**src/rtl/ucode_seq.sv**
```systemverilog
// ucode_seq: microcode sequencer sitting in front of the micro-PC register.
// Decodes the sequencing op of the current microinstruction and tells the
// micro-PC register whether to increment or load upc_next on every cycle.
// Holds the IDLE/RUN/DONE run FSM, the LOOP iteration counter and a
// single-level return-address register for CALL/RET.
// The reset input is asynchronous and active-low (reset=0 resets).
// Optional feature macro: USEQ_ABORT_EN adds an 'abort' input that drops a
// running sequence back to IDLE without a done pulse.
module ucode_seq #(
  parameter int UW         = 5,
  parameter int CW         = 8,
  parameter int NCOND      = 4,
  parameter int ITER       = 8,
  parameter int START_ADDR = 0
) (
  input  logic          clk,
  input  logic          reset,
  input  logic          start,
  input  logic [UW-1:0] upc,
  input  logic [2:0]    seq_op,
  input  logic [1:0]    cond_sel,
  input  logic [UW-1:0] br_addr,
  input  logic [CW-1:0] uctrl,
  input  logic [NCOND-1:0] cond,
`ifdef USEQ_ABORT_EN
  input  logic          abort,
`endif
  output logic          load_incr,
  output logic [UW-1:0] upc_next,
  output logic [CW-1:0] ctrl,
  output logic          busy,
  output logic          done
);

  localparam int CNTW = (ITER > 1) ? $clog2(ITER) : 1;

  localparam logic [1:0] ST_IDLE = 2'd0;
  localparam logic [1:0] ST_RUN  = 2'd1;
  localparam logic [1:0] ST_DONE = 2'd2;

  localparam logic [2:0] OP_NEXT = 3'd0;
  localparam logic [2:0] OP_JUMP = 3'd1;
  localparam logic [2:0] OP_BR_T = 3'd2;
  localparam logic [2:0] OP_BR_F = 3'd3;
  localparam logic [2:0] OP_CALL = 3'd4;
  localparam logic [2:0] OP_RET  = 3'd5;
  localparam logic [2:0] OP_LOOP = 3'd6;
  localparam logic [2:0] OP_HALT = 3'd7;

  localparam logic [UW-1:0]   START = UW'(START_ADDR);
  localparam logic [CNTW-1:0] CNT_LOAD = CNTW'(ITER - 1);

  logic [1:0]      state, state_n;
  logic [CNTW-1:0] cnt, cnt_n;
  logic [UW-1:0]   ret, ret_n;
  logic [UW-1:0]   upc_inc;
  logic            flag;

  assign upc_inc = upc + UW'(1);
  assign flag    = cond[cond_sel];

  // Next-state and output decode; outputs respond to the current upc in the same cycle
  always_comb begin
    state_n   = state;
    cnt_n     = cnt;
    ret_n     = ret;
    load_incr = 1'b1;
    upc_next  = START;
    ctrl      = '0;
    busy      = 1'b0;
    done      = 1'b0;
    case (state)
      ST_IDLE: begin
        if (start) begin
          state_n = ST_RUN;
          cnt_n   = CNT_LOAD;
        end
      end
      ST_RUN: begin
        busy      = 1'b1;
        ctrl      = uctrl;
        load_incr = 1'b0;
        upc_next  = upc_inc;
        case (seq_op)
          OP_NEXT: ;
          OP_JUMP: begin
            load_incr = 1'b1;
            upc_next  = br_addr;
          end
          OP_BR_T: begin
            if (flag) begin
              load_incr = 1'b1;
              upc_next  = br_addr;
            end
          end
          OP_BR_F: begin
            if (!flag) begin
              load_incr = 1'b1;
              upc_next  = br_addr;
            end
          end
          OP_CALL: begin
            load_incr = 1'b1;
            upc_next  = br_addr;
            ret_n     = upc_inc;
          end
          OP_RET: begin
            load_incr = 1'b1;
            upc_next  = ret;
          end
          OP_LOOP: begin
            if (cnt != '0) begin
              cnt_n     = cnt - CNTW'(1);
              load_incr = 1'b1;
              upc_next  = br_addr;
            end
          end
          OP_HALT: begin
            load_incr = 1'b1;
            upc_next  = START;
            state_n   = ST_DONE;
          end
          default: ;
        endcase
`ifdef USEQ_ABORT_EN
        // Abort overrides whatever the microinstruction asked for
        if (abort) begin
          ctrl      = '0;
          load_incr = 1'b1;
          upc_next  = START;
          state_n   = ST_IDLE;
          cnt_n     = cnt;
          ret_n     = ret;
        end
`endif
      end
      ST_DONE: begin
        done    = 1'b1;
        state_n = ST_IDLE;
      end
      default: state_n = ST_IDLE;
    endcase
  end

  // Registered FSM state, loop counter and return address
  always_ff @(posedge clk or negedge reset) begin
    if (!reset) begin
      state <= ST_IDLE;
      cnt   <= '0;
      ret   <= '0;
    end else begin
      state <= state_n;
      cnt   <= cnt_n;
      ret   <= ret_n;
    end
  end

endmodule
```
**config.mk**
```make
export PLATFORM = sky130hd
export DESIGN_NAME = ucode_seq
export DESIGN_NICKNAME = d
export VERILOG_FILES = /design/src/rtl/ucode_seq.sv
export SDC_FILE = /design/constraint.sdc
export NUM_CORES = 1
export LEC_CHECK = 0
export CAP_MARGIN = 20
export CORE_MARGIN = 2
export CORE_UTILIZATION = 44
export DETAILED_ROUTE_END_ITERATION = 8
export PLACE_DENSITY = 0.84
export RECOVER_POWER = 25
export SLEW_MARGIN = 20
export SYNTH_ARGS = -nofsm -noshare
export SYNTH_HDL_FRONTEND = slang
export SYNTH_SLANG_ARGS = --single-unit
export TNS_END_PERCENT = 10
```
**constraint.sdc**
```tcl
create_clock -name clk -period 4.42 [get_ports clk]
set_input_delay 1.326 -clock clk [delete_from_list [all_inputs] [get_ports clk]]
set_output_delay 1.326 -clock clk [all_outputs]
set_load 0.05 [all_outputs]
```
==> Word level (Yosys, flattened, before mapping) <==
Cells that the tools add are included.
{ "classes": {"add_sub_neg": 2, "mul": 0, "div": 0, "n_lt_le_gt_ge": 1, "n_eq_ne": 13, "n_shift": 0, "mux": 22, "bitwise_logic": 0, "reduce_logical": 8} }
{ "op_table": {"columns": ["op", "n"], "rows": [
  ["$pmux 5 s6", 1],
  ["$mux 5", 4],
  ["$eq 3x3->1 const B", 4],
  ["$mux 3", 3],
  ["$mux 8", 1],
  ["$mux 1", 7],
  ["$eq 3x2->1 const B", 2],
  ["$ne 2x2->1 const B", 3],
  ["$pmux 3 s2", 1],
  ["$add 5x1->5 const B", 1],
  ["$mux 2", 2],
  ["$pmux 1 s4", 1],
  ["$pmux 2 s2", 1],
  ["$reduce_and 2->1", 2],
  ["$reduce_and 4->1", 1],
  ["$reduce_or 4->1", 1],
  ["$eq 3x1->1 const B", 1],
  ["$lt 2x3->1 const B", 1],
  ["$reduce_bool 3->1", 1],
  ["$sub 3x1->3 const B", 1],
  ["$bmux 1 s2", 1],
  ["$eq 2x1->1 const B", 1],
  ["$eq 2x2->1 const B", 1],
  ["$logic_not 2->1", 1],
  ["3 further kinds", 3]
]} }
{ "totals": {"register_bits": 10, "latch_bits": 0, "mem_bits_rw": 0, "romBits": 0, "wordCells": 49, "n_memories": 0} }

==> Logic depth before layout (Yosys ltp) <==
Gate-level depths: netlist (run 1).
{ "depth": {"word_depth": 5, "depth_mapped": 7} }

==> Worst setup path after synthesis (run 1) <==
Ideal clock, no wire load.
{ "synth_timing": {"path_kind": "in2out", "startpoint": "input port cond_sel[0]", "endpoint": "output port upc_next[4]", "arrival_time_ns": 3.337, "setup_slack_ns": -0.243, "stages": 5, "cell_sequence": "mux4_2 -> xnor2_2 -> o22ai_1 -> a311oi_1 -> nor3_1"} }
{ "synth_between": {"elab_chain_len": 5, "elab_cells_between_ends": 6} }
{ "synth_lines": {"columns": ["item", "line", "rtl"], "rows": [
  ["start, declared", "21", "input logic [1:0] cond_sel,"],
  ["$bmux 1 s2 *", "60", "assign flag = cond[cond_sel];"],
  ["$mux 1 (not written as such) *", "60", null],
  ["$mux 5 (on tied branches)", "97, 91", null],
  ["$pmux 5 s6 *", "84", "case (seq_op)"],
  ["$mux 5 *", "72", "case (state)"],
  ["end, declared", "29", "output logic [UW-1:0] upc_next,"]
]} }
Every way passes the cells marked *; elsewhere a longest branch is shown, timed or not. The select of a mux whose other input is x is not followed.

==> Worst setup path after layout (run 1) <==
{ "layout_timing": {"startpoint": "input port cond[2]", "endpoint": "output port upc_next[3]"} }
{ "layout_between": {"elab_chain_len": 5, "elab_cells_between_ends": 6} }
{ "layout_lines": {"columns": ["item", "line", "rtl"], "rows": [
  ["start, declared", "24", "input logic [NCOND-1:0] cond,"],
  ["$bmux 1 s2 *", "60", null],
  ["$mux 1 (not written as such) *", "60", null],
  ["$mux 5 (on tied branches)", "97, 91", null],
  ["$pmux 5 s6 *", "84", null],
  ["$mux 5 *", "72", null]
]} }
Marks and branches as above.

==> results.py, run 1 <==
metrics = {
    "placement": {
        "dp.final_hpwl_mm": 2.57,
        "gp_congestion": 0.873,
        "port_buffers": 45,
        "pre_cts_ws_ns": -0.208,
    },
    "global_route": {
        "grt_pass1_vias": 1232,
        "grt.total_usage_pct": 25.5,
        "grt_max_degree": 15,
        "grt_pass1_wl_mm": 5.20,
        "antenna_found_initial": 0,
        "overflow": 0,
    },
    "timing": {
        "post-route-period-util_pct": 98.0,
        "hold_viol_final": 0,
        "max_freq_mhz": 231,
        "maxSlewViolCount": 0,
        "slew_headroom_pct": 65.7,
        "fin_crit_ns": 4.33,
        "rsz0062_at_grt": "no",
        "worst_slew_pin_slew_ns": 0.515,
        "setup_violations": 0,
        "worst_slack_ns": 0.0879,
        "clock-skew-final_ns": 0.00512,
        "hold_ws_ns": 0.469,
    },
    "clock_network": {
        "ctsRootBufferMaster": "clkbuf_4",
        "clkSinkCount": 10,
        "cts_max_level": 1,
        "holdBufCountCts": 0,
        "clkSlewWorstSetupHoldPaths_ns": 0.06,
        "cts_buffers": 3,
        "cts_tree": "built",
        "postCtsSetupBuffers": 0,
        "insertion_delay_ns": 0.26,
        "cts_buffer_depth": 2,
    },
    "setup_path": {
        "crit_fanout": 3,
        "slowest_delay_ns": 0.52,
        "r2r_slack_ns": 2.66,
        "worst_ep_required_time_ns": 3.09,
        "worst-setup-path-type": "in2out",
        "reg2reg_depth": 3,
        "worstPathCellList": "dlygate4sd2_1, mux4_2, xnor2_2, nand2_1, a221o_1, a21oi_2, buf_12",
        "worstReg2RegStart": "state[1]$_DFFE_PN0P_",
        "end_kind": "output pin",
        "critPathSlowestCell": "mux4_2",
        "arrival_ns": 3.01,
        "r2r-end": "ret[1]$_DFFE_PN0P_",
        "crit_path_start_kind": "primary input",
    },
    "yosys": {
        "yosysTopAreaCellShare_pct": 24.8,
        "yosysMostFrequentCell": "dfrtp_1",
        "synth_compound_area_share_pct": 21.2,
        "synthAdderAreaFrac_pct": 3.73,
        "synth-main-ff-cell": "dfrtp_1",
        "synth.top_cells.by_area": "dfrtp_1, mux2i_1, and2_1",
        "synth_area_sq_mm": 0.00101,
        "ys_seq_elements": 10,
        "async_reset_ff_share_pct": 100,
        "synth_largest_area_cell": "dfrtp_1",
        "ys_warn_count": 0,
        "muxShareOfSynthArea_pct": 12.7,
        "synth_xor_area_share_pct": 5.84,
        "synth_top_family_by_area": "simple AND/OR/NAND/NOR gates",
        "synth_simple_gate_area_share_pct": 26.5,
        "ys_seq_area_share_pct": 24.8,
        "synth_edf_count": 0,
        "synthTopCellsByCount": "dfrtp_1, a21oi_1, and2_1, inv_1, nand3_1",
        "avgSynthCellArea_sq_um": 8.46,
        "syn_inst": 119,
        "ys_types": 38,
        "synth_fp_nets": 152,
    },
    "min_path": {
        "hold_end": "state[0]$_DFFE_PN0P_",
        "hold_start": "state[1]$_DFFE_PN0P_",
        "whs_path_depth": 1,
        "hold_class": "reg2reg",
    },
    "finish": {
        "area_growth_pct": 65.6,
        "antenna_cells": 0,
        "nets": 213,
        "drive_gt1_share_pct": 23.0,
        "final-seq-area_sq_um": 250,
        "final_util_pct": 76.1,
        "multiInputGateArea_sq_um": 717,
        "fillers": 168,
    },
    "route": {
        "dr.pass1.iters": 4,
        "wire_per_inst_um": 15.6,
        "ant_nets": 0,
        "avgViaCountPerCell": 5.60,
        "route.detailed.drc": 0,
        "vias": 1154,
        "drt-initial-drc-count": 26,
        "drt-total-wl_mm": 3.21,
    },
    "die": {
        "coreArea_sq_mm": 0.00219,
        "dieArea_sq_mm": 0.00269,
        "rows": 17,
        "start_util_pct": 46.0,
        "die_w_um": 51.8,
        "fp.dieH_um": 51.8,
        "ios": 46,
    },
    "pwr": {
        "p_sw_share_pct": 48.6,
        "power_density_mw_per_mm2": 436,
        "combPwrFrac_pct": 69.5,
        "leakagePower_nw": 0.727,
        "ir_drop_v": 0.000559,
        "p_int_mw": 0.374,
        "pwr-share-clk_pct": 8.5,
        "seq_power_share_pct": 22.0,
        "p_sw_mw": 0.353,
    },
    "job": {
        "maxCapViolations": 0,
    },
    "outcome": {
        "outcome": "finished, final reports clean",
    },
}
state kept, by name, summed over array words and instances, names as in the netlist:
register	flops
cnt	3
ret	5
state	2
cells by family after synthesis:
| kind of cell | Yosys count |
|---|---|
| compound gates | 30 |
| xor+xnor | 5 |
| fa+ha+maj | 3 |
| buf+inv | 14 |
| flops | 10 |
| mux | 11 |
| simple gates | 46 |
final cells by class:
| cell class | count | share of cell area [%] |
|---|---|---|
| Inverter | 9 | 2.03 |
| Clock buffer | 3 | 1.35 |
| Multi-Input combinational cell | 95 | 43.0 |
| Sequential cell | 10 | 15.0 |
| Tap cell | 28 | 2.10 |
| Timing Repair Buffer | 61 | 36.5 |
worst max-delay path by stage:
stage                              to        start  slack [ns]  depth (start not counted)
final                     upc_next[3]      cond[2]        0.09                          7
after global placement    upc_next[3]  cond_sel[0]       -0.19                          7
after global routing      upc_next[3]      cond[0]       0.005                          7
after CTS                 upc_next[3]  cond_sel[0]       0.008                          7
after detailed placement  upc_next[1]  cond_sel[0]       -0.21                          7
after floorplan           upc_next[1]  cond_sel[0]        0.05                          5
what timing repair did:
action | 4_1_cts | 5_1_grt
pin swaps | 4 | 4
setup endpoints to repair | 6 | 4
resized for setup | 9 | 4
power groups by stage:
stage / logic, mW / registers, mW / clock network (mW)
after floorplan: 0.311 / 0.151 / 0
after global placement: 0.491 / 0.157 / 0
after detailed placement: 0.504 / 0.161 / 0
after CTS: 0.507 / 0.160 / 0.0648
after global routing: 0.533 / 0.163 / 0.0691
final: 0.506 / 0.160 / 0.0618
layer usage:
metal	track usage (%)	wire length [um]	share of wire [%]	vias up
li1	-	-	-	558
met1	29.6	1380	43	540
met2	49.4	1630	51	49
met3	1.72	162	5.0	7
met4	7.02	40	1.2	0
met5	0	0	0	-
stage by stage:
stage | total power, mW | cells | instance area [sq um] | TNS [ns]
floorplan | 0.462 | 119 | 1010 | 0
global placement | 0.649 | 203 | 1650 | -0.870
detailed placement | 0.664 | 203 | 1650 | -1.07
CTS | 0.731 | 206 | 1670 | 0
global route | 0.765 | 206 | 1670 | 0
finish | 0.727 | 206 | 1670 | 0
critical path: cells and delay by family:
| kind | cells | cell delay, ns |
|---|---|---|
| compound gates | 2 | 0.50 |
| xor+xnor | 1 | 0.18 |
| buf+inv | 2 | 0.41 |
| mux | 1 | 0.52 |
| simple gates | 1 | 0.07 |
placed cells by master (no fill, tap or decap), drive strengths merged, types with 2 or more instances in the layout:
master,n
a21oi,10
a31oi,3
a32o,3
and2,9
buf,22
clkbuf,4
clkdlybuf4s50,30
dfrtp,10
dlygate4sd2,5
ha,3
inv,9
mux2,4
mux2i,6
nand2,6
nand2b,4
nand3,8
nand3b,3
nand4,2
nor2,3
nor2b,3
nor3,4
o21a,3
o22ai,2
or3b,2
xnor2,4
No activity file was read; power rests on OpenSTA's default activity.
==> inputs of run 2 (changes only) <==
--- a/config.mk
+++ b/config.mk
@@ -10,7 +10,8 @@
 export CORE_UTILIZATION = 44
 export DETAILED_ROUTE_END_ITERATION = 8
 export PLACE_DENSITY = 0.84
-export RECOVER_POWER = 25
+export RECOVER_POWER = 100
+export SETUP_SLACK_MARGIN = 0.05
 export SLEW_MARGIN = 20
 export SYNTH_ARGS = -nofsm -noshare
 export SYNTH_HDL_FRONTEND = slang
==> results.py, run 2 (synthesis gave the netlist of run 1 again) <==
metrics = {
    "global_route": {
        "antenna_found_initial": 0,
        "grt_pass1_vias": 1232,
        "grt.total_usage_pct": 25.5,
        "grt_pass1_wl_mm": 5.20,
        "overflow": 0,
        "grt_max_degree": 15,
    },
    "clock_network": {
        "cts_buffers": 3,
        "cts_buffer_depth": 2,
        "cts_max_level": 1,
        "insertion_delay_ns": 0.26,
        "postCtsSetupBuffers": 0,
        "cts_tree": "built",
        "clkSlewWorstSetupHoldPaths_ns": 0.06,
        "ctsRootBufferMaster": "clkbuf_4",
        "clkSinkCount": 10,
    },
    "setup_path": {
        "end_kind": "output pin",
        "worst_ep_required_time_ns": 3.09,
        "critPathSlowestCell": "mux4_2",
        "worst-setup-path-type": "in2out",
        "path_buf_inv": 2,
        "crit_fanout": 3,
        "crit_path_start_kind": "primary input",
        "slowest_delay_ns": 0.54,
        "worstPathCellList": "clkdlybuf4s15_1, mux4_2, o221ai_1, a22o_1, nand2_1, a21oi_2, clkbuf_4",
        "arrival_ns": 3.01,
        "cp_top_family": "compound AO/OA/AOI/OAI gates",
    },
    "timing": {
        "post-route-period-util_pct": 98.2,
        "setup_violations": 0,
        "fin_crit_ns": 4.34,
        "max_freq_mhz": 230,
        "maxSlewViolCount": 0,
        "clock-skew-final_ns": 0.00605,
        "rsz0062_at_grt": "yes",
        "worst_slack_ns": 0.0800,
        "slew_headroom_pct": 51.9,
        "worst_slew_pin_slew_ns": 0.716,
        "hold_viol_final": 0,
        "hold_ws_ns": 0.469,
    },
    "pwr": {
        "finalPower_mw": 0.696,
        "leakagePower_nw": 0.738,
        "power_density_mw_per_mm2": 421,
        "ir_drop_v": 0.000521,
    },
    "finish": {
        "largest_register": "ret",
        "layout_commonest_cell": "clkdlybuf4s50_1",
        "largest_register_ffs": 5,
        "drive_gt1_share_pct": 23.6,
        "final_util_pct": 75.4,
        "design_area_sq_mm": 0.00165,
        "layout_common_cells": "clkdlybuf4s50_1, buf_4, dlygate4sd3_1",
        "area_growth_pct": 64.0,
        "nets": 213,
        "reg.largest.list": "ret: 5 flops, cnt: 3 flops, state: 2 flops",
        "antenna_cells": 0,
    },
    "route": {
        "route.detailed.drc": 0,
        "avgViaCountPerCell": 5.68,
        "wire_per_inst_um": 15.8,
        "vias": 1170,
        "drt-total-wl_mm": 3.25,
        "ant_nets": 0,
        "drt-initial-drc-count": 31,
        "dr.pass1.iters": 4,
    },
    "outcome": {
        "outcome": "finished, final reports clean",
    },
    "placement": {
        "dp.final_hpwl_mm": 2.57,
        "pre_cts_ws_ns": -0.208,
        "placed_area_sq_mm": 0.00165,
        "gp_congestion": 0.873,
        "port_buffers": 45,
    },
    "die": {
        "start_util_pct": 46.0,
        "ios": 46,
        "rows": 17,
        "die_w_um": 51.8,
        "dieArea_sq_mm": 0.00269,
        "coreArea_sq_mm": 0.00219,
        "fp.dieH_um": 51.8,
    },
    "job": {
        "maxCapViolations": 0,
    },
    "min_path": {
        "hold_class": "reg2reg",
    },
}
-- run 2: cell types whose count changed in the layout (fill, tap and decap cells not counted), moves of 2 or more --
cell             change
buf_12               -2
buf_2                +2
buf_4                -2
clkdlybuf4s15_1      +3
clkdlybuf4s50_1     -10
dlygate4sd2_1        -3
dlygate4sd3_1       +10
-- run 2: what timing repair did --
action,4_1_cts,5_1_grt
pin swaps,4,7
gates resized for setup,12,9
hold endpoints to repair,0,0
setup endpoints to repair,6,4
hold buffers,0,0
-- run 2: area by class of cell --
type / instances / area [sq um]
multi-input cells: 95 / 723
repair buffers: 61 / 587
fillers: 167 / 539
flip-flops and latches: 10 / 250
well taps: 28 / 35.0
inverters: 9 / 33.8
clock buffers: 3 / 22.5
-- run 2: where the power goes --
part	internal, mW	switching [mW]
Sequential	0.131	0.0290
Clock	0.0314	0.0307
Combinational	0.186	0.288
Total	0.348	0.348
-- run 2: final timing paths --
check | start | to | slack, ns | depth (start not counted)
min | state[1]$_DFFE_PN0P_ | state[0]$_DFFE_PN0P_ | 0.47 | 1
max reg2reg | state[1]$_DFFE_PN0P_ | ret[4]$_DFFE_PN0P_ | 2.45 | 3
min in group asynchronous | reset | cnt[1]$_DFFE_PN0P_ | 1.46 | 1
max in group asynchronous | reset | ret[4]$_DFFE_PN0P_ | 2.62 | 1
max | cond[3] | upc_next[2] | 0.08 | 7
min reg2reg | state[1]$_DFFE_PN0P_ | state[0]$_DFFE_PN0P_ | 0.47 | 1
-- run 2: worst reg2reg max path, cell delays in order, from the launching register on --
cell and delay [ns]:
dfrtp_1 0.40, nand2b_1 0.36, nor3_1 0.69, mux2_2 0.41
-- run 2: routing by layer --
layer	vias up	wire length, um	share of wire, %	global-route usage, %
li1	560	-	-	-
met1	546	1370	42	29.6
met2	57	1660	51	49.4
met3	7	185	5.7	1.72
met4	0	40	1.2	7.02
met5	-	0	0	0
-- run 2: metrics by stage --
stage	setup TNS, ns	std cells
final	0	206
after global placement	-0.870	203
after CTS	0	206
after detailed placement	-1.07	203
after floorplan	0	119
after global routing	0	206
